===== src/rtl/inst_prefetch_queue_pkg.sv =====
// Shared constants and helpers for the instruction prefetch queue.
package inst_prefetch_queue_pkg;

    localparam int unsigned MAX_INST_LEN = 6;
    localparam int unsigned ROM_LATENCY  = 1;

    function automatic int unsigned clog2(input int unsigned value);
        int unsigned result;
        result = 0;
        for (int unsigned i = 0; i < 32; i++) begin
            if ((32'd1 << i) < value) begin
                result = i + 1;
            end
        end
        return result;
    endfunction

endpackage


===== src/rtl/inst_prefetch_queue_window_mux.sv =====
// Rotates the circular byte store from the read pointer into the decode window,
// zeroing bytes at or above the valid count.
module inst_prefetch_queue_window_mux
    import inst_prefetch_queue_pkg::*;
#(
    parameter int unsigned DEPTH     = 8,
    parameter int unsigned WIN_BYTES = MAX_INST_LEN,
    localparam int unsigned PtrW     = clog2(DEPTH),
    localparam int unsigned WinW     = clog2(WIN_BYTES) + 1
) (
    input  logic [7:0]             mem_i [DEPTH],
    input  logic [PtrW-1:0]        rd_ptr_i,
    input  logic [WinW-1:0]        win_count_i,
    output logic [8*WIN_BYTES-1:0] win_data_o
);

    always_comb begin
        win_data_o = '0;
        for (int unsigned i = 0; i < WIN_BYTES; i++) begin
            if (32'(win_count_i) > i) begin
                win_data_o[8*i +: 8] = mem_i[rd_ptr_i + PtrW'(i)];
            end
        end
    end

endmodule


===== src/rtl/inst_prefetch_queue.sv =====
// Instruction prefetch queue: fetches code bytes from a one-cycle ROM into a circular
// byte queue and presents the head window to the decoder.
module inst_prefetch_queue
    import inst_prefetch_queue_pkg::*;
#(
    parameter int unsigned DEPTH       = 8,
    parameter int unsigned FETCH_BYTES = 1,
    parameter int unsigned WIN_BYTES   = MAX_INST_LEN,
    parameter int unsigned ADDR_W      = 20,
    localparam int unsigned PtrW       = clog2(DEPTH),
    localparam int unsigned CntW       = clog2(DEPTH) + 1,
    localparam int unsigned WinW       = clog2(WIN_BYTES) + 1
) (
    input  logic                     clk_i,
    input  logic                     rst_i,
    output logic                     rom_en_o,
    output logic [ADDR_W-1:0]        rom_addr_o,
    input  logic [8*FETCH_BYTES-1:0] rom_data_i,
    input  logic                     flush_i,
    input  logic [ADDR_W-1:0]        flush_addr_i,
    output logic [8*WIN_BYTES-1:0]   win_data_o,
    output logic [WinW-1:0]          win_count_o,
    output logic [ADDR_W-1:0]        head_addr_o,
    input  logic [WinW-1:0]          consume_len_i,
    output logic                     consume_err_o,
    output logic                     full_o
);

    localparam int unsigned OffW  = (FETCH_BYTES > 1) ? clog2(FETCH_BYTES) : 1;
    localparam int unsigned OffCW = OffW + 1;

    logic [7:0]        mem_q [DEPTH];
    logic [PtrW-1:0]   rd_ptr_q, rd_ptr_d, wr_ptr_q, wr_ptr_d;
    logic [CntW-1:0]   count_q, count_d;
    logic [ADDR_W-1:0] fetch_addr_q, fetch_addr_d, head_addr_q, head_addr_d;
    logic              inflight_q;
    logic              consume_err_q, consume_err_d;

    logic [OffCW-1:0]  fetch_off;
    logic [CntW-1:0]   kept;
    logic [WinW-1:0]   win_count;
    logic              consume_ok;

    assign win_count = (count_q >= CntW'(WIN_BYTES)) ? WinW'(WIN_BYTES) : WinW'(count_q);
    assign consume_ok = (consume_len_i <= win_count);

    // Only the first fetch after an unaligned flush has a non-zero offset.
    assign fetch_off = OffCW'(32'(fetch_addr_q[OffW-1:0]) % FETCH_BYTES);
    assign kept      = CntW'(FETCH_BYTES) - CntW'(fetch_off);

    assign rom_en_o   = !rst_i && !flush_i && !inflight_q &&
                        ((CntW'(DEPTH) - count_q) >= CntW'(FETCH_BYTES));
    assign rom_addr_o = fetch_addr_q & ~ADDR_W'(FETCH_BYTES - 1);

    always_comb begin
        rd_ptr_d      = rd_ptr_q;
        wr_ptr_d      = wr_ptr_q;
        count_d       = count_q;
        fetch_addr_d  = fetch_addr_q;
        head_addr_d   = head_addr_q;
        consume_err_d = 1'b0;
        if (flush_i) begin
            rd_ptr_d     = '0;
            wr_ptr_d     = '0;
            count_d      = '0;
            fetch_addr_d = flush_addr_i;
            head_addr_d  = flush_addr_i;
        end else begin
            if (inflight_q) begin
                wr_ptr_d     = wr_ptr_q + PtrW'(kept);
                fetch_addr_d = fetch_addr_q + ADDR_W'(kept);
            end
            if (consume_ok) begin
                rd_ptr_d    = rd_ptr_q + PtrW'(consume_len_i);
                head_addr_d = head_addr_q + ADDR_W'(consume_len_i);
            end else begin
                consume_err_d = 1'b1;
            end
            count_d = count_q + (inflight_q ? kept : '0)
                    - (consume_ok ? CntW'(consume_len_i) : '0);
        end
    end

    always_ff @(posedge clk_i) begin
        if (rst_i) begin
            rd_ptr_q      <= '0;
            wr_ptr_q      <= '0;
            count_q       <= '0;
            fetch_addr_q  <= '0;
            head_addr_q   <= '0;
            inflight_q    <= 1'b0;
            consume_err_q <= 1'b0;
        end else begin
            rd_ptr_q      <= rd_ptr_d;
            wr_ptr_q      <= wr_ptr_d;
            count_q       <= count_d;
            fetch_addr_q  <= fetch_addr_d;
            head_addr_q   <= head_addr_d;
            inflight_q    <= rom_en_o;
            consume_err_q <= consume_err_d;
        end
    end

    // A response returning during reset or flush is dropped.
    always_ff @(posedge clk_i) begin
        if (!rst_i && !flush_i && inflight_q) begin
            for (int unsigned j = 0; j < FETCH_BYTES; j++) begin
                if (j >= 32'(fetch_off)) begin
                    mem_q[wr_ptr_q + PtrW'(j - 32'(fetch_off))] <= rom_data_i[8*j +: 8];
                end
            end
        end
    end

    inst_prefetch_queue_window_mux #(
        .DEPTH    (DEPTH),
        .WIN_BYTES(WIN_BYTES)
    ) u_window_mux (
        .mem_i      (mem_q),
        .rd_ptr_i   (rd_ptr_q),
        .win_count_i(win_count),
        .win_data_o (win_data_o)
    );

    assign win_count_o   = win_count;
    assign head_addr_o   = head_addr_q;
    assign consume_err_o = consume_err_q;
    assign full_o        = (count_q == CntW'(DEPTH));

endmodule


===== config.mk =====
export PLATFORM = sky130hd
export DESIGN_NAME = inst_prefetch_queue
export DESIGN_NICKNAME = d
export VERILOG_FILES = /design/src/rtl/inst_prefetch_queue_pkg.sv /design/src/rtl/inst_prefetch_queue_window_mux.sv /design/src/rtl/inst_prefetch_queue.sv
export SDC_FILE = /design/constraint.sdc
export NUM_CORES = 1
export LEC_CHECK = 0
export ABC_AREA = 1
export CAP_MARGIN = 20
export CELL_PAD_IN_SITES_DETAIL_PLACEMENT = 1
export CELL_PAD_IN_SITES_GLOBAL_PLACEMENT = 2
export CORE_MARGIN = 3
export CORE_UTILIZATION = 32
export DETAILED_ROUTE_END_ITERATION = 7
export PLACE_DENSITY = 0.88
export SYNTH_ARGS = -nofsm -noshare
export SYNTH_HDL_FRONTEND = slang
export SYNTH_SLANG_ARGS = --single-unit
export TNS_END_PERCENT = 30

===== constraint.sdc =====
create_clock -name clk_i -period 5.8 [get_ports clk_i]
set_clock_uncertainty 0.05 [all_clocks]
set_input_delay 1.16 -clock clk_i [delete_from_list [all_inputs] [get_ports clk_i]]
set_output_delay 1.16 -clock clk_i [all_outputs]
set_load 0.01 [all_outputs]

==> key figures <==
Status
  – Status: complete, no violations

GRT
  – Vias in the first global route: around 7,300
  – First-pass GRT wire length: roughly 42 mm
  – Total gr overflow: 0
  – Total track usage: 0.217
  – Largest net degree at the start of global routing: about 100
  – Initial antenna violation count: 0

Setup path
  – CP Class: reg -> out
  – CP endpoint kind: primary output
  – Critical path, cell by cell: inv_1 > ha_1 > inv_2 > o21ai_0 > nand2_1 > a21oi_1 > clkdlybuf4s50_1
  – CP max stage delay: roughly 730 ps
  – Worst-path fanout max: 36
  – Worst EP arrival: roughly 3600 ps
  – Crit Reg-Reg Startpoint: count_q[3]$_SDFF_PP0_
  – Slowest CP cell: dfxtp_1
  – Setup slack, reg-to-reg: 2640 ps
  – Required @ worst endpoint: roughly 4600 ps
  – CP top delay family: buffers and inverters
  – Buffers and inverters on the worst path: 3
  – Worst setup SP type: flip-flop
  – Setup crit start: rd_ptr_q[1]$_SDFFE_PP0N_

Logic synthesis
  – Synth Instances: 1,044
  – Ys async rst share: 0
  – Average cell area after synthesis: 7.15 um^2
  – Register area share after synthesis: 0.397
  – Synth Cell Area: 7460 um^2
  – Yosys top cell area share: 0.258
  – Yosys warnings: 0
  – Post-synth top area cell: edfxtp_1
  – Post-synth EDFFs: 64
  – Mapped Nets: between 1,000 and 1,500
  – Top FF cell, synth: edfxtp_1
  – Synth top area cells: edfxtp_1, nand2_1, dfxtp_1
  – Seq cells post-synth: 116
  – Library cells used by synthesis: 42

Layout
  – Commonest cells after routing, fill and taps aside: nand2_1, clkdlybuf4s50_1, nor2_1
  – Most common cell after layout, fill and taps aside: nand2_1
  – Area grow syn2layout: 28.4%
  – Share of layout cells above drive strength 1: 0.0614
  – Final Cell Area: 9580 um^2
  – # diodes: 0
  – Post-layout nets: about 1,200

Pwr
  – Lkg Pwr: between 3 and 4 nW
  – Pwr/cell area: between 300 and 400 nW/um^2
  – Total power: 3.60 mW
  – Worst VDD drop: 0.211 mV

Timing
  – Setup TNS: 0 ps
  – Fin crit share: 0.834
  – Max Clock Freq: just over 200 MHz
  – Setup violators final: 0
  – Final Hold Fails: 0
  – Least-Margin Pin Slew: 1120 ps
  – RSZ-0062 raised after global routing: false
  – Slew Viols, Final: 0
  – Rel. slew slack: 0.250
  – Post-route minimum period: just under 5000 ps

Placed design
  – Dpl hpwl: between 20 and 25 mm
  – Port bufs: 128
  – Post-Place Cell Area: between 9000 and 10,000 um^2
  – Final GP Congestion: around 0.85

Clock tree
  – Clock root buffer master: clkbuf_16
  – Clock buffer depth: 2
  – Post-CTS Resized: 0
  – Num CTS Buffers: 17
  – CTS H-tree lvls: 4
  – Post CTS Setup Buffer Count: 0
  – # hold bufs at CTS: 0
  – CTS Sinks: 116
  – Clock transition at path regs: ~50 ps
  – CTS tree: done
  – Skew-Pair Late Insertion Delay: between 400 and 500 ps

Routing
  – Final wirelength: approximately 27 mm
  – Post-route DRC violation count: 0
  – Via Count: ~7,400
  – WL/cell: 18.3 um
  – Post-DRT Antenna Nets: 0
  – DRT Pass-1 Iters: 7
  – Detailed-route vias per instance: 5.01
  – Initial DRC Count: 540

Floorplanning
  – Placeable Area: approximately 23,000 um^2
  – # rows: 55
  – Die ar.: about 25,000 um^2
  – Die width: 159 um
  – Initial core utilization: 0.327
  – Die Ht: about 160 um
  – Top Ports: 130

Run
  – Max Cap Violations: 0

Hold path
  – HP Start: wr_ptr_q[0]$_SDFFE_PP0P_
  – Hold Crit Class: reg -> reg
==> worst reg2reg max path, cell delays in order (launching register included) <==
cell	delay (ps)
dfxtp_1	380
nor2_1	70
buf_4	180
o21a_1	210
ha_1	200
inv_1	50
nand2_1	40
nand2_1	50
nand2_1	40
nand2_1	90
nand2_1	300
inv_1	210
nor2_1	60
ha_1	260
inv_1	70
ha_1	170
inv_1	60
fa_1	370
xor2_1	140
nor2_1	50
==> report_power, final <==
part / internal, mW / switching (mW)
registers: 0.911 / 0.0610
clock network: 0.624 / 0.389
logic: 0.654 / 0.964
total: 2.19 / 1.41
==> layout make-up <==
type	instances	area (um^2)
sequential	116	2960
fill	2827	13200
tap	313	392
inverter	105	397
timing repair buffer	140	1370
clock inverter	15	141
multi-input combinational	780	3890
clock buffer	17	425
==> Yosys cell counts, types with 3 or more instances <==
library cell	instances
inv_1	97
a211oi_1	10
inv_2	7
nor2_1	110
a31oi_1	15
ha_1	19
dfxtp_1	52
mux2i_1	11
edfxtp_1	64
a21oi_1	54
nand2_2	3
nor2_2	6
xnor2_1	11
fa_1	3
clkbuf_1	14
o21ai_1	27
o22ai_1	3
xor2_1	10
nand4_1	10
nor3_1	34
nand2_1	300
nand3_1	44
a21boi_0	6
o21ai_0	81
o211ai_1	3
nor3_2	5
buf_4	5
buf_2	21
==> metrics by stage <==
| stage | hold WS (ps) | util | cells | setup WS [ps] |
|---|---|---|---|---|
| global placement | 458 | 0.396 | 1454 | 1510 |
| floorplan | 430 | - | 1044 | 2550 |
| global route | 502 | 0.420 | 1486 | 703 |
| detailed placement | 464 | 0.396 | 1454 | 1410 |
| finish | 468 | 0.420 | 1486 | 963 |
| CTS | 467 | 0.420 | 1486 | 959 |
==> final timing paths <==
kind         depth (start not counted)                        to
max                                  7            win_data_o[46]
min reg2reg                          2  wr_ptr_q[0]$_SDFFE_PP0P_
min                                  2  wr_ptr_q[0]$_SDFFE_PP0P_
max reg2reg                         19     count_q[2]$_SDFF_PP0_
==> registers in the layout (all words and copies together), names as in the netlist <==
| register | count |
|---|---|
| rom_addr_o | 20 |
| consume_err_o | 1 |
| rd_ptr_q | 3 |
| mem_q | 64 |
| head_addr_o | 20 |
| count_q | 4 |
| inflight_q | 1 |
| wr_ptr_q | 3 |
==> cell families (layout without fill, tap and decap cells) <==
logic type | after synthesis | count (layout) | share of synthesized area
AO/OA/AOI/OAI | 202 | 202 | 0.146
XOR/XNOR | 23 | 23 | 0.0290
adder cells (fa/ha/maj) | 22 | 22 | 0.0399
buffers and inverters | 148 | 277 | 0.0819
flip-flops | 116 | 116 | 0.397
multiplexers | 11 | 11 | 0.0148
other | 2 | 2 | 0.00101
AND/OR/NAND/NOR | 520 | 520 | 0.290
==> per-layer routing <==
metal  global-route usage  vias to the layer above  routed length [um]
met4               0.0533                        0                 374
met2                0.333                      170               12000
li1                     -                     3687                   -
met3               0.0337                       21                1050
met1                0.319                     3564               13700
met5                    0                        -                   0
Note: power is estimated with default switching activity, not from simulation.
